[src/rtl/regfile_sb_if.sv]
// Register-file bus: read ports, write-back/link port, issue marks and scoreboard status.
interface regfile_sb_if #(
   parameter int unsigned WIDTH = 32,
   parameter int unsigned DEPTH = 32,
   parameter int unsigned NRD   = 2
);
   localparam int unsigned AW = $clog2(DEPTH);
   localparam int unsigned OW = $clog2(WIDTH / 8);

   logic [NRD*AW-1:0]    rd_addr_i;
   logic [NRD*WIDTH-1:0] rd_data_o;
   logic [NRD-1:0]       rd_busy_o;
   logic                 wr_en_i;
   logic [AW-1:0]        wr_addr_i;
   logic [WIDTH-1:0]     wr_data_i;
   logic [1:0]           wr_size_i;
   logic                 wr_unsigned_i;
   logic [OW-1:0]        wr_offset_i;
   logic                 link_en_i;
   logic                 issue_en_i;
   logic [AW-1:0]        issue_addr_i;
   logic                 misalign_o;
   logic [AW:0]          busy_cnt_o;

   modport master (
      output rd_addr_i, wr_en_i, wr_addr_i, wr_data_i, wr_size_i, wr_unsigned_i,
             wr_offset_i, link_en_i, issue_en_i, issue_addr_i,
      input  rd_data_o, rd_busy_o, misalign_o, busy_cnt_o
   );

   modport slave (
      input  rd_addr_i, wr_en_i, wr_addr_i, wr_data_i, wr_size_i, wr_unsigned_i,
             wr_offset_i, link_en_i, issue_en_i, issue_addr_i,
      output rd_data_o, rd_busy_o, misalign_o, busy_cnt_o
   );
endinterface

[src/rtl/regfile_sb.sv]
// Integer register file with combinational reads, extracting/extending write-back,
// forced link write, optional write-to-read bypass and a pending-write scoreboard.
module regfile_sb #(
   parameter int unsigned WIDTH  = 32,
   parameter int unsigned DEPTH  = 32,
   parameter int unsigned NRD    = 2,
   parameter int unsigned RA_IDX = 1,
   parameter int unsigned BYPASS = 1
) (
   input  logic        clk_i,
   input  logic        rst_ni,
   regfile_sb_if.slave bus
);
   localparam int unsigned AW = $clog2(DEPTH);
   localparam int unsigned CW = AW + 1;
   localparam logic [AW-1:0] RA = AW'(RA_IDX);

   logic [DEPTH-1:0][WIDTH-1:0] regs_q;
   logic [DEPTH-1:0]            busy_q;
   logic [DEPTH-1:0]            busy_d;
   logic [CW-1:0]               busy_cnt_q;
   logic [CW-1:0]               busy_cnt_d;
   logic                        misalign_q;

   logic [WIDTH-1:0] shifted_c;
   logic [WIDTH-1:0] mask_c;
   logic [WIDTH-1:0] ext_c;
   logic             sign_c;
   logic             misalign_c;
   logic             wr_do_c;

   // Operand extraction: sign comes from the operand's own MSB, not the bus MSB
   always_comb begin
      shifted_c  = bus.wr_data_i >> {bus.wr_offset_i, 3'b000};
      mask_c     = '1;
      sign_c     = 1'b0;
      misalign_c = 1'b0;
      case (bus.wr_size_i)
         2'b00: begin
            mask_c = WIDTH'(8'hFF);
            sign_c = shifted_c[7];
         end
         2'b01: begin
            mask_c     = WIDTH'(16'hFFFF);
            sign_c     = shifted_c[15];
            misalign_c = bus.wr_offset_i[0];
         end
         2'b10: begin
            mask_c     = WIDTH'(32'hFFFF_FFFF);
            sign_c     = shifted_c[31];
            misalign_c = |bus.wr_offset_i[1:0];
         end
         default: begin
            mask_c     = '1;
            sign_c     = 1'b0;
            misalign_c = |bus.wr_offset_i;
         end
      endcase
      if (bus.wr_unsigned_i) sign_c = 1'b0;
      ext_c   = (shifted_c & mask_c) | (sign_c ? ~mask_c : '0);
      wr_do_c = bus.wr_en_i && (bus.wr_addr_i != '0) && !misalign_c;
   end

   // Scoreboard next state: issue is applied last so a new producer wins
   always_comb begin
      busy_d = busy_q;
      if (wr_do_c)        busy_d[bus.wr_addr_i]  = 1'b0;
      if (bus.link_en_i)  busy_d[RA]             = 1'b0;
      if (bus.issue_en_i) busy_d[bus.issue_addr_i] = 1'b1;
      busy_d[0]  = 1'b0;
      busy_cnt_d = '0;
      for (int unsigned i = 0; i < DEPTH; i++) begin
         busy_cnt_d = busy_cnt_d + CW'(busy_d[i]);
      end
   end

   // Link write is placed after the normal write so it takes priority
   always_ff @(posedge clk_i or negedge rst_ni) begin
      if (!rst_ni) begin
         regs_q     <= '0;
         busy_q     <= '0;
         busy_cnt_q <= '0;
         misalign_q <= 1'b0;
      end else begin
         if (wr_do_c)       regs_q[bus.wr_addr_i] <= ext_c;
         if (bus.link_en_i) regs_q[RA]            <= bus.wr_data_i;
         busy_q     <= busy_d;
         busy_cnt_q <= busy_cnt_d;
         misalign_q <= bus.wr_en_i && misalign_c;
      end
   end

   assign bus.misalign_o = misalign_q;
   assign bus.busy_cnt_o = busy_cnt_q;

   for (genvar k = 0; k < NRD; k++) begin : g_rd
      logic [AW-1:0]    addr_c;
      logic [WIDTH-1:0] data_c;

      always_comb begin
         addr_c = bus.rd_addr_i[k*AW +: AW];
         data_c = regs_q[addr_c];
         if (BYPASS != 0) begin
            if (bus.link_en_i && (addr_c == RA))          data_c = bus.wr_data_i;
            else if (wr_do_c && (addr_c == bus.wr_addr_i)) data_c = ext_c;
         end
         if (addr_c == '0) data_c = '0;
      end

      assign bus.rd_data_o[k*WIDTH +: WIDTH] = data_c;
      assign bus.rd_busy_o[k]                = busy_q[addr_c];
   end
endmodule

[src/flat_wrapper.sv]
// flat-port wrapper written by rule: the top's interface ports become plain ports
module regfile_sb_flat 
#(
   parameter int unsigned WIDTH  = 32,
   parameter int unsigned DEPTH  = 32,
   parameter int unsigned NRD    = 2,
   parameter int unsigned RA_IDX = 1,
   parameter int unsigned BYPASS = 1
)
  (clk_i, rst_ni, bus_rd_addr_i, bus_wr_en_i, bus_wr_addr_i, bus_wr_data_i, bus_wr_size_i, bus_wr_unsigned_i, bus_wr_offset_i, bus_link_en_i, bus_issue_en_i, bus_issue_addr_i, bus_rd_data_o, bus_rd_busy_o, bus_misalign_o, bus_busy_cnt_o);
  regfile_sb_if #(.WIDTH(WIDTH), .DEPTH(DEPTH), .NRD(NRD)) bus_i ();
  input  logic clk_i;
  input  logic rst_ni;
  input wire logic [$bits(bus_i.rd_addr_i)-1:0] bus_rd_addr_i;
  input wire logic [$bits(bus_i.wr_en_i)-1:0] bus_wr_en_i;
  input wire logic [$bits(bus_i.wr_addr_i)-1:0] bus_wr_addr_i;
  input wire logic [$bits(bus_i.wr_data_i)-1:0] bus_wr_data_i;
  input wire logic [$bits(bus_i.wr_size_i)-1:0] bus_wr_size_i;
  input wire logic [$bits(bus_i.wr_unsigned_i)-1:0] bus_wr_unsigned_i;
  input wire logic [$bits(bus_i.wr_offset_i)-1:0] bus_wr_offset_i;
  input wire logic [$bits(bus_i.link_en_i)-1:0] bus_link_en_i;
  input wire logic [$bits(bus_i.issue_en_i)-1:0] bus_issue_en_i;
  input wire logic [$bits(bus_i.issue_addr_i)-1:0] bus_issue_addr_i;
  output wire logic [$bits(bus_i.rd_data_o)-1:0] bus_rd_data_o;
  output wire logic [$bits(bus_i.rd_busy_o)-1:0] bus_rd_busy_o;
  output wire logic [$bits(bus_i.misalign_o)-1:0] bus_misalign_o;
  output wire logic [$bits(bus_i.busy_cnt_o)-1:0] bus_busy_cnt_o;
  assign bus_i.rd_addr_i = bus_rd_addr_i;
  assign bus_i.wr_en_i = bus_wr_en_i;
  assign bus_i.wr_addr_i = bus_wr_addr_i;
  assign bus_i.wr_data_i = bus_wr_data_i;
  assign bus_i.wr_size_i = bus_wr_size_i;
  assign bus_i.wr_unsigned_i = bus_wr_unsigned_i;
  assign bus_i.wr_offset_i = bus_wr_offset_i;
  assign bus_i.link_en_i = bus_link_en_i;
  assign bus_i.issue_en_i = bus_issue_en_i;
  assign bus_i.issue_addr_i = bus_issue_addr_i;
  assign bus_rd_data_o = bus_i.rd_data_o;
  assign bus_rd_busy_o = bus_i.rd_busy_o;
  assign bus_misalign_o = bus_i.misalign_o;
  assign bus_busy_cnt_o = bus_i.busy_cnt_o;
  regfile_sb #(.WIDTH(WIDTH), .DEPTH(DEPTH), .NRD(NRD), .RA_IDX(RA_IDX), .BYPASS(BYPASS)) u_core (.clk_i(clk_i), .rst_ni(rst_ni), .bus(bus_i));
endmodule
[config.mk]
export PLATFORM = sky130hd
export DESIGN_NAME = regfile_sb_flat
export DESIGN_NICKNAME = d
export VERILOG_FILES = /design/src/rtl/regfile_sb_if.sv /design/src/rtl/regfile_sb.sv /design/src/flat_wrapper.sv
export SDC_FILE = /design/constraint.sdc
export NUM_CORES = 2
export LEC_CHECK = 0
export CAP_MARGIN = 30
export CORE_UTILIZATION = 55
export CTS_CLUSTER_DIAMETER = 200
export CTS_CLUSTER_SIZE = 8
export DETAILED_ROUTE_END_ITERATION = 12
export PLACE_DENSITY = 0.75
export SLEW_MARGIN = 20
export SYNTH_ARGS = -nofsm -noshare
export SYNTH_HDL_FRONTEND = slang
export SYNTH_SLANG_ARGS = --single-unit
[constraint.sdc]
create_clock -name clk_i -period 6 [get_ports clk_i]
set_input_delay 1.5 -clock clk_i [delete_from_list [all_inputs] [get_ports clk_i]]
set_output_delay 1.5 -clock clk_i [all_outputs]
set_load 0.02 [all_outputs]
==> results.toml <==
[timing]
fin_crit_sh_pct = 104
tightest_slew_ns = 1.11
drv_slew = 0
fmax_mhz = 161
holdWs_ns = 0.395
fin_ws_ns = -0.215
slew-limit-headroom_pct = 26.1
fin_crit_ns = 6.21
finClkSkew_ns = 0.0218
setup_violations = 4
hold_violations = 0
rsz0062_at_grt = "yes"

[worst_setup_path]
rr_endpoint = "u_core.bus.busy_cnt_o[4]"
worstPathRequired_ns = 6.66
crit_fanout = 5
crit_type = "in -> reg"
cpPeakStageDelay_ns = 0.59
r2r_setup_slack_ns = 0.83
cpLargestDelayFamily = "adder cells"
cp-start-kind = "input port"
critPathBufInv = 8
r2r_start = "u_core.busy_q[1]"
path_cells = "buf_6 > a21oi_4 > buf_4 > o21a_4 > buf_12 > buf_6 > nand4_1 > a22o_1 > inv_2 > fa_1 > inv_2 > fa_1 > inv_2 > fa_2 > fa_1 > fa_2 > fa_1 > inv_2 > ha_4 > fa_2 > a21o_1 > a21oi_2 > xnor2_1"
crit_slowest_cell = "fa_1"
reg2reg_depth = 17
setup.worst_path.end_class = "flop"
arrival_ns = 6.87

[die]
dieWidth_um = 325
die_area_mm2 = 0.106
initial_utilization_pct = 55.4
die_h_um = 325
ios = 135
coreArea_mm2 = 0.103
rows = 118

[cts]
insertion_delay_ns = 0.76
htree_levels = 4
clk_pin_slew_worst_paths_ns = 0.05
clk_path_buf_depth = 3
tritoncts_num_sinks = 1062
cts_tree = "done"
numCtsBuffers = 150
ctsRootBufferMaster = "clkbuf_16"
holdBufCountCts = 0

[route]
drt_pre_antenna_iters = 8
ant_nets = 0
dr.first_iter.drc_count = 7019
num_vias = 49400
drt-total-wl_um = 207000
route.met3.wl_um = 25300
drc = 0
wl_per_cell_um = 29.2
top_layer_used = "met5"
viasPerCell = 6.96
wl_met1_um = 74000
met2_length_um = 91200

[power_and_ir_drop]
p_total_w = 0.0235
ir_worst_vdd_mv = 0.825
power_leakage_nw = 30.2
swShare_pct = 31.7
p_int_w = 0.0161
p_comb_share_pct = 30.4
power.switching_w = 0.00744
pwr-share-clk_pct = 32.3
p_per_area_mw_per_mm2 = 349
power_frac_seq_pct = 37.3

[grt]
grt_overflow_total = 0
grt_pass1_wl_um = 309000
grt_pass1_vias = 49000
grt_max_degree = 161
grtUsageTotal_pct = 39.1
antenna_found_initial = 6

[layout]
layout_common_cells = "dfrtp_1 (1062), nand2_1 (994), o21ai_0 (793)"
final_common_cell = "dfrtp_1"
fin_area_mm2 = 0.0674
nNetsFinal = 5805
area_growth_pct = 17.4
drive_above_1_share_pct = 20.3

[synth]
yosys.area.top_type = "dfrtp_1"
synth_top_area_share_pct = 46.3
synth-main-ff-cell = "dfrtp_1"
ys_types = 60
async_reset_ff_share_pct = 100
synth_seq_area_share_pct = 46.3
synth_area_mm2 = 0.0574
synth-edff-count = 0
synthCells = 5534
ys_warn_count = 0
synth_fp_nets = 5628
synthTopCellsByArea = "dfrtp_1 (46%), mux4_2 (10%), mux2i_1 (9.3%)"
post_synth.cell_area_avg_um2 = 10.4
ys_ff_latch = 1062

[hold_path]
hp-class = "reg -> reg"
min_from = "u_core.regs_q[29]"
hold_end = "u_core.regs_q[29]"
hold-path-cell-count = 0

[placement]
place_area_mm2 = 0.0630
gp_congestion = 0.987
hpwl_um = 129000
port_buffers = 134

[job]
max-cap-violations = 0

[status]
violations = "setup timing"
status = "finished, violations left"
-- metrics by stage --
stage	std cells	utilization [%]	TNS, ns	setup WS (ns)
5_1_grt	7101	65.1	-0.927	-0.321
4_1_cts	7085	64.8	-0.740	-0.305
2_1_floorplan	5534	-	-2.98	-0.750
3_3_place_gp	6906	60.9	-14.22	-1.37
6_report	7105	65.1	-0.581	-0.215
3_5_place_dp	6906	60.9	-16.61	-1.42
-- routing by layer --
metal | vias up | global-route usage [%]
met5 | - | 0
met4 | 4 | 27.5
met3 | 1014 | 11.0
met2 | 3690 | 58.3
met1 | 24300 | 49.4
li1 | 20500 | -
-- state kept, by name (all words and copies together) (netlist names) --
name,flops
u_core.bus.busy_cnt_o,6
u_core.bus.misalign_o,1
u_core.busy_q,31
u_core.regs_q,1024
-- logic make-up (layout without fill, tap and decap cells) --
group           after synthesis  in the layout  synth area share, %
compound gates             1671           1671                 18.3
simple gates               1250           1250                 8.91
flops                      1062           1062                 46.3
mux                         824            824                 20.2
buf+inv                     682            869                 5.03
fa+ha+maj                    32             32                0.999
xor+xnor                     13             13                0.198
other cells                   0              4                    0
-- cells in the mapped netlist, types with 63 or more instances --
cell	n
a221o_1	63
a22oi_1	260
mux2i_1	534
o21ai_2	76
o21ai_1	144
dfrtp_1	1062
o21ai_0	795
buf_2	72
clkbuf_1	467
nand2_1	999
a22o_1	73
mux4_2	267
a31oi_1	64
inv_1	66
nand3_1	139
-- what timing repair did --
action | in CTS | in global routing
setup buffers | 17 | 10
endpoints found under the setup margin | 55 | 26
resized for setup | 109 | 26
cloned | 0 | 2
pin swaps | 19 | 24
-- power by group through the flow --
stage | clock, W | combinational (W) | sequential, W
after floorplan | 0 | 0.00427 | 0.00864
after global placement | 0 | 0.00641 | 0.00877
after detailed placement | 0 | 0.00659 | 0.00884
after CTS | 0.00759 | 0.00669 | 0.00874
after global routing | 0.00788 | 0.00788 | 0.00885
final | 0.00758 | 0.00715 | 0.00878
-- worst register-to-register path, cell delays in order, from the launching register on --
cell and delay [ns]:
dfrtp_1 0.41, a32o_2 0.31, ha_4 0.27, inv_2 0.03, fa_1 0.48, inv_1 0.05, fa_1 0.52, inv_1 0.06
fa_2 0.53, fa_1 0.44, fa_2 0.46, fa_1 0.51, inv_2 0.05, ha_4 0.16, fa_2 0.34, a21o_1 0.20
a21oi_2 0.12, xnor2_1 0.13
-- how the worst max path moves through the flow --
stage | start | to | cells after the start
4_1_cts | bus_wr_offset_i[1] | u_core.bus.busy_cnt_o[4] | 21
3_3_place_gp | bus_wr_size_i[1] | u_core.bus.busy_cnt_o[4] | 21
5_1_grt | bus_wr_size_i[1] | u_core.bus.busy_cnt_o[4] | 23
2_1_floorplan | bus_wr_addr_i[3] | u_core.bus.busy_cnt_o[4] | 23
3_5_place_dp | bus_wr_size_i[1] | u_core.bus.busy_cnt_o[4] | 21
6_report | bus_wr_size_i[1] | u_core.bus.busy_cnt_o[4] | 23
-- area by class of cell --
type,count,area [µm²]
clock buffer,154,3840
timing repair buffer,640,6400
sequential,1062,26600
antenna,4,10.0
tap,1380,1730
inverter,67,251
multi-input combinational,3790,28400
fill,7741,36100
clock inverter,8,121
(Power assumes the default switching activity.)
